**config.mk**
```make
export PLATFORM = sky130hd
export DESIGN_NAME = i2s_rx_ctrl
export DESIGN_NICKNAME = d
export VERILOG_FILES = /design/src/rtl/i2s_pkg.sv /design/src/rtl/stereo_frame_fifo.sv /design/src/rtl/i2s_rx_ctrl.sv
export SDC_FILE = /design/constraint.sdc
export NUM_CORES = 1
export LEC_CHECK = 0
export BUFFER_PORTS_ARGS = -buffer_cell sky130_fd_sc_hd__clkbuf_2
export CORE_MARGIN = 5
export CORE_UTILIZATION = 50
export CTS_CLUSTER_SIZE = 8
export DETAILED_ROUTE_END_ITERATION = 6
export GPL_ROUTABILITY_DRIVEN = 0
export PLACE_DENSITY = 0.71
export SETUP_SLACK_MARGIN = 0.2
export SLEW_MARGIN = 20
export SYNTH_ARGS = -nofsm -noshare
export SYNTH_HDL_FRONTEND = slang
export SYNTH_SLANG_ARGS = --single-unit
```
**constraint.sdc**
```tcl
create_clock -name clk_i -period 3 [get_ports clk_i]
set_input_delay 0.15 -clock clk_i [delete_from_list [all_inputs] [get_ports clk_i]]
set_output_delay 0.15 -clock clk_i [all_outputs]
set_load 0.02 [all_outputs]
```
**src/rtl/i2s_pkg.sv**
```systemverilog
// Shared types for the I2S receive path: controller states and the stereo frame
// that travels from the channel pairing logic through the frame FIFO.
package i2s_pkg;

  localparam int I2S_DATA_W = 24;

  typedef enum logic [1:0] {
    IDLE,
    WARMUP,
    RUN,
    DRAIN
  } rx_ctrl_state_t;

  typedef struct packed {
    logic [I2S_DATA_W-1:0] left;
    logic [I2S_DATA_W-1:0] right;
  } stereo_frame_t;

endpackage

```
**src/rtl/stereo_frame_fifo.sv**
```systemverilog
// Small register-based FIFO of stereo frames; head is read straight from storage.
// A push is refused while full even if a pop happens in the same cycle.
module stereo_frame_fifo
  import i2s_pkg::*;
#(
  parameter int DEPTH = 4
) (
  input  logic          clk_i,
  input  logic          rst_ni,
  input  logic          push_i,
  input  stereo_frame_t data_i,
  input  logic          pop_i,
  output stereo_frame_t head_o,
  output logic          full_o,
  output logic          empty_o
);

  localparam int PTR_W = $clog2(DEPTH);
  localparam int CNT_W = $clog2(DEPTH + 1);

  stereo_frame_t    mem_q [DEPTH];
  logic [PTR_W-1:0] wr_ptr_q;
  logic [PTR_W-1:0] rd_ptr_q;
  logic [CNT_W-1:0] count_q;
  logic             wr_en;
  logic             rd_en;

  assign full_o  = (count_q == CNT_W'(DEPTH));
  assign empty_o = (count_q == '0);
  assign wr_en   = push_i && !full_o;
  assign rd_en   = pop_i && !empty_o;
  assign head_o  = mem_q[rd_ptr_q];

  // Storage is reset too so the head outputs read as zero out of reset.
  always_ff @(posedge clk_i or negedge rst_ni) begin
    if (!rst_ni) begin
      wr_ptr_q <= '0;
      rd_ptr_q <= '0;
      count_q  <= '0;
      for (int i = 0; i < DEPTH; i++) begin
        mem_q[i] <= '0;
      end
    end else begin
      if (wr_en) begin
        mem_q[wr_ptr_q] <= data_i;
        wr_ptr_q        <= wr_ptr_q + PTR_W'(1);
      end
      if (rd_en) begin
        rd_ptr_q <= rd_ptr_q + PTR_W'(1);
      end
      case ({wr_en, rd_en})
        2'b10:   count_q <= count_q + CNT_W'(1);
        2'b01:   count_q <= count_q - CNT_W'(1);
        default: count_q <= count_q;
      endcase
    end
  end

endmodule

```
**src/rtl/i2s_rx_ctrl.sv**
```systemverilog
// Sequences the I2S receiver: warm-up discard, left/right pairing into stereo
// frames, graceful stop, sample-gap timeout and sticky error reporting.
module i2s_rx_ctrl
  import i2s_pkg::*;
#(
  parameter int DATA_W          = I2S_DATA_W,
  parameter int DISCARD_SAMPLES = 64,
  parameter int FIFO_DEPTH      = 4,
  parameter int TIMEOUT_CYCLES  = 1024
) (
  input  logic              clk_i,
  input  logic              rst_ni,
  input  logic              start_i,
  input  logic              stop_i,
  output logic              rx_enable_o,
  input  logic [DATA_W-1:0] rx_sample_i,
  input  logic              rx_new_sample_i,
  input  logic              rx_lrclk_i,
  output logic [DATA_W-1:0] frame_left_o,
  output logic [DATA_W-1:0] frame_right_o,
  output logic              frame_valid_o,
  input  logic              frame_ready_i,
  output logic              busy_o,
  output logic              overflow_o,
  output logic              misalign_o,
  output logic              timeout_o,
  input  logic              err_clr_i
);

  localparam int               GAP_W     = $clog2(TIMEOUT_CYCLES + 1);
  localparam logic [7:0]       DISC_LAST = (DISCARD_SAMPLES == 0) ? 8'd0 : 8'(DISCARD_SAMPLES - 1);
  localparam logic [GAP_W-1:0] GAP_LAST  = GAP_W'(TIMEOUT_CYCLES - 1);

  rx_ctrl_state_t    state_q;
  logic [7:0]        disc_cnt_q;
  logic [GAP_W-1:0]  gap_cnt_q;
  logic [GAP_W-1:0]  gap_cnt_d;
  logic [DATA_W-1:0] held_q;
  logic              held_vld_q;
  logic              held_vld_d;
  logic              rx_enable_q;
  logic              overflow_q;
  logic              misalign_q;
  logic              timeout_q;

  logic              frame_push;
  logic              timeout_hit;
  logic              fifo_full;
  logic              fifo_empty;
  logic              fifo_pop;
  stereo_frame_t     push_frame;
  stereo_frame_t     head;

  // held_vld_q doubles as "expecting RIGHT"; any strobe sets it to its own channel.
  assign held_vld_d  = rx_new_sample_i ? rx_lrclk_i : held_vld_q;
  assign gap_cnt_d   = rx_new_sample_i ? '0 : gap_cnt_q + GAP_W'(1);
  assign timeout_hit = (state_q != IDLE) && !rx_new_sample_i && (gap_cnt_q == GAP_LAST);
  assign frame_push  = rx_new_sample_i && !rx_lrclk_i &&
                       (((state_q == RUN) && held_vld_q) || (state_q == DRAIN));
  assign push_frame  = '{left: held_q, right: rx_sample_i};
  assign fifo_pop    = frame_valid_o && frame_ready_i;

  always_ff @(posedge clk_i or negedge rst_ni) begin
    if (!rst_ni) begin
      state_q     <= IDLE;
      disc_cnt_q  <= '0;
      gap_cnt_q   <= '0;
      held_vld_q  <= 1'b0;
      rx_enable_q <= 1'b0;
      overflow_q  <= 1'b0;
      misalign_q  <= 1'b0;
      timeout_q   <= 1'b0;
    end else begin
      // Clear first so that a set event later in this block wins.
      if (err_clr_i) begin
        overflow_q <= 1'b0;
        misalign_q <= 1'b0;
        timeout_q  <= 1'b0;
      end
      if (frame_push && fifo_full) begin
        overflow_q <= 1'b1;
      end
      if (state_q == IDLE) begin
        disc_cnt_q <= '0;
        gap_cnt_q  <= '0;
        held_vld_q <= 1'b0;
      end else begin
        gap_cnt_q <= gap_cnt_d;
      end

      if (timeout_hit) begin
        timeout_q   <= 1'b1;
        state_q     <= IDLE;
        rx_enable_q <= 1'b0;
        held_vld_q  <= 1'b0;
      end else begin
        unique case (state_q)
          IDLE: begin
            if (start_i) begin
              state_q     <= WARMUP;
              rx_enable_q <= 1'b1;
            end
          end
          WARMUP: begin
            if (stop_i) begin
              state_q     <= IDLE;
              rx_enable_q <= 1'b0;
            end else if (DISCARD_SAMPLES == 0) begin
              state_q <= RUN;
            end else if (rx_new_sample_i) begin
              disc_cnt_q <= disc_cnt_q + 8'd1;
              if (disc_cnt_q == DISC_LAST) begin
                state_q <= RUN;
              end
            end
          end
          RUN: begin
            if (rx_new_sample_i) begin
              held_vld_q <= rx_lrclk_i;
              if (rx_lrclk_i == held_vld_q) begin
                misalign_q <= 1'b1;
              end
            end
            if (stop_i) begin
              state_q     <= held_vld_d ? DRAIN : IDLE;
              rx_enable_q <= held_vld_d;
            end
          end
          DRAIN: begin
            if (rx_new_sample_i) begin
              state_q     <= IDLE;
              rx_enable_q <= 1'b0;
              held_vld_q  <= 1'b0;
              if (rx_lrclk_i) begin
                misalign_q <= 1'b1;
              end
            end
          end
        endcase
      end
    end
  end

  // Left word capture; its validity is tracked by held_vld_q.
  always_ff @(posedge clk_i) begin
    if (rx_new_sample_i && rx_lrclk_i && (state_q == RUN)) begin
      held_q <= rx_sample_i;
    end
  end

  stereo_frame_fifo #(
    .DEPTH (FIFO_DEPTH)
  ) u_fifo (
    .clk_i   (clk_i),
    .rst_ni  (rst_ni),
    .push_i  (frame_push),
    .data_i  (push_frame),
    .pop_i   (fifo_pop),
    .head_o  (head),
    .full_o  (fifo_full),
    .empty_o (fifo_empty)
  );

  assign rx_enable_o   = rx_enable_q;
  assign busy_o        = (state_q != IDLE);
  assign frame_valid_o = !fifo_empty;
  assign frame_left_o  = head.left;
  assign frame_right_o = head.right;
  assign overflow_o    = overflow_q;
  assign misalign_o    = misalign_q;
  assign timeout_o     = timeout_q;

endmodule
```
==> summary.txt <==
STA
  • Skew final: 0.0131 ns
  • Max frequency: 0.398 GHz
  • Max-slew violations: 0
  • Final Critical Period: 2.51 ns
  • Setup TNS: 0 ns
  • Period utilization: 0.838
  • RSZ-0062 raised after global routing: false
  • Hold Fails Final Rpt: 0
  • Final Setup Violations: 0
  • Worst-Margin Slew: 0.849 ns
  • Slew headroom: 0.433

Power and ir drop
  • Net Sw Frac: 0.314
  • Power density over cell area: 1070 nW/um2
  • Seq pwr share: 0.394
  • Clock network power share: 0.266
  • VDD IR-drop max: 0.000548 V
  • Int Power: 9.61 mW
  • NetSw: 4.40 mW
  • Comb pwr share: 0.340
  • Leakage: 5.99 nW

Setup path
  • Crit path capture type: register
  • Worst R2R Start: state_q[0]
  • Crit Path Category: reg2reg
  • CP startpoint: state_q[0]
  • Worst R2R Setup Slack: 0.49 ns
  • Critical Path RT: 3.37 ns
  • Worst EP arrival: 2.88 ns
  • Reg2reg end: u_fifo.mem_q[24]
  • Crit start category: register
  • Crit path max fanout: 25
  • R2R depth: 5

Global routing
  • Initial antenna violation count: 0
  • Vias in the first global route: 7,139
  • First-pass GRT wire length: 38,200 um
  • Total gr overflow: 0
  • Largest net degree at the start of global routing: 105
  • GRT Total Usage: 0.182

Yosys
  • Dominant synthesized flop cell: dfrtp_1
  • Netlist cell types: 47
  • Post-synthesis sequential area ratio: 0.569
  • Yosys top cell by area: dfrtp_1
  • Syn Std Cell Area: 11,200 um2
  • Number of flops mapped to enable cells by yosys: 24
  • Synthesized area per cell: 17.0 um2
  • Share of the synthesized area in the top cell type: 0.504
  • Warnings from Yosys: 0
  • Synth top area cells: dfrtp_1 (50%), mux2_2 (11%), mux2_4 (11%)
  • Post-Synthesis Net Count: 699
  • Mapped Cells: 659
  • Fraction of registers with async set/reset: 0.904
  • Synth Register Bits: 249

Job
  • MaxCap Viol Count: 0

Min path
  • Hold EP: disc_cnt_q[6]
  • Hold Path Class: in2reg
  • Hold path depth: 3
  • Worst hold path startpoint: rx_new_sample_i

Detailed routing
  • DR pass1 iterations: 4
  • WL per Instance: 20.9 um
  • Via count: 6,123
  • Vias/cell: 5.62
  • Post-Route WL: 22,800 um
  • DRC errors left: 0
  • Detailed router's first-iteration violation count: 301
  • DRT antenna net count: 0

Placed design
  • Placed Cells incl. Taps: 1,004
  • Post-DP HPWL: 14,000 um
  • Dpl cell area: 11,800 um2
  • Port Buffers: 85

Clock network
  • Clk_lat worst skew: 0.50 ns
  • CTS Sinks: 249
  • H-tree Lvls: 2
  • CTS tree: done
  • Clk Tree Root Cell: clkbuf_16
  • Max Buffers Root-to-Sink: 3
  • CTS buffer count: 37
  • Post-CTS Resized: 0
  • Worst-path clk slew: 0.05 ns
  • Setup bufs post-CTS: 0

Layout
  • Fillers: 1,623
  • Fin nets: 829
  • Antenna diodes: 0
  • Fraction of layout cells with a size suffix above 1: 0.484
  • Final instance area: 13,100 um2
  • Fin cells: 1,090
  • Area Overhead vs Synth: 17.4%

Floorplanning
  • Site row count: 54
  • Starting density of the core: 0.510
  • Die Y: 159 um
  • Die area: 25,400 um2
  • Die Width: 159 um
  • Core Footprint: 21,900 um2
  • I/O pins: 86

Status
  • Outcome: complete, no violations
-- metal layers --
layer	up-vias	global-route usage	routed length [um]
li1	2690	-	-
met1	3291	0.245	10200
met2	116	0.307	11500
met3	26	0.0383	795
met4	0	0.0423	306
met5	-	0	0
-- repair_timing --
item / 4_1_cts / 5_1_grt
hold buffers: 26 / 0
endpoints found under the hold margin: 222 / 0
endpoints found under the setup margin: 0 / 0
-- layout make-up --
type | count | area [um2] | area share
inverters | 13 | 48.8 | 0.00372
well taps | 280 | 350 | 0.0267
repair buffers | 125 | 888 | 0.0677
multi-input cells | 363 | 4420 | 0.337
clock buffers | 58 | 1030 | 0.0782
clock inverters | 2 | 25.0 | 0.00191
flip-flops and latches | 249 | 6360 | 0.485
-- state kept, by name, indices dropped and copies added, names as in the netlist --
name,count
u_fifo.mem_q,192
held_q,24
gap_cnt_q,11
disc_cnt_q,8
u_fifo.count_q,3
state_q,2
u_fifo.rd_ptr_q,2
u_fifo.wr_ptr_q,2
held_vld_q,1
misalign_o,1
overflow_o,1
rx_enable_o,1
timeout_o,1
-- synth_stat cells (all sizes together) (3+ instances only) --
master	number
dfrtp	225
mux2	193
mux4	48
buf	30
edfxtp	24
nor2	21
inv	13
nand2	13
xor2	11
xnor2	8
ha	7
nand3	7
o21ai	6
and2	5
clkbuf	4
mux2i	4
nand4	4
nor3	3
o22ai	3
or2	3
or3	3
-- worst max path at each step --
stage                            end  slack (ns)  depth (start not counted)
detailed placement  u_fifo.mem_q[24]        0.49                          5
global route        u_fifo.mem_q[27]        0.34                          5
floorplan                  held_q[0]        1.00                          2
finish              u_fifo.mem_q[24]        0.49                          5
global placement    u_fifo.mem_q[27]        0.58                          5
CTS                 u_fifo.mem_q[32]        0.50                          5
-- stage by stage --
step	power (mW)	hold WS [ns]	setup WS, ns	util
finish	14.0	0.0657	0.487	0.599
global route	14.8	0.0810	0.345	0.599
CTS	14.2	0.0412	0.496	0.599
detailed placement	10.3	0.256	0.494	0.539
global placement	10.1	0.241	0.579	0.539
floorplan	8.89	-0.146	1.00	-
-- logic make-up after synthesis --
logic type | count (synthesis) | share of synthesized area
and+or+nand+nor | 70 | 0.0330
muxes | 245 | 0.322
adders and majority gates | 8 | 0.00963
DFF | 249 | 0.569
buffers and inverters | 47 | 0.0368
AOI/OAI and AO/OA | 21 | 0.0152
xor gates and xnor gates | 19 | 0.0149
-- worst max-delay path: stages, from the launching register on --
cell and delay [ns]:
dfrtp_1 0.59, nor2_1 0.19, a2111oi_4 0.52, and2_4 0.44
buf_12 0.27, mux2_2 0.37
-- cells in the final DEF (no fill, tap or decap), types with 3 or more instances in the layout --
master	instances
nand4_1	4
nand2_1	12
o21ai_0	6
dlygate4sd3_1	26
or3_1	3
xor2_1	11
nand3_1	7
and2_4	4
mux2i_1	4
o22ai_1	3
clkbuf_2	84
nor2_1	21
xnor2_1	8
ha_1	7
inv_1	13
mux4_2	48
buf_12	7
mux2_4	80
nor3_1	3
edfxtp_1	24
dfrtp_1	223
buf_4	7
clkbuf_1	20
clkbuf_16	38
mux2_2	113
-- power by group through the flow --
stage	clock, mW	sequential, mW	combinational [mW]
after floorplan	0	5.18	3.72
after global placement	0	5.42	4.65
after detailed placement	0	5.55	4.80
after CTS	3.82	5.53	4.85
after global routing	3.99	5.67	5.12
final	3.72	5.52	4.77
No activity file was read; power rests on OpenSTA's default activity.
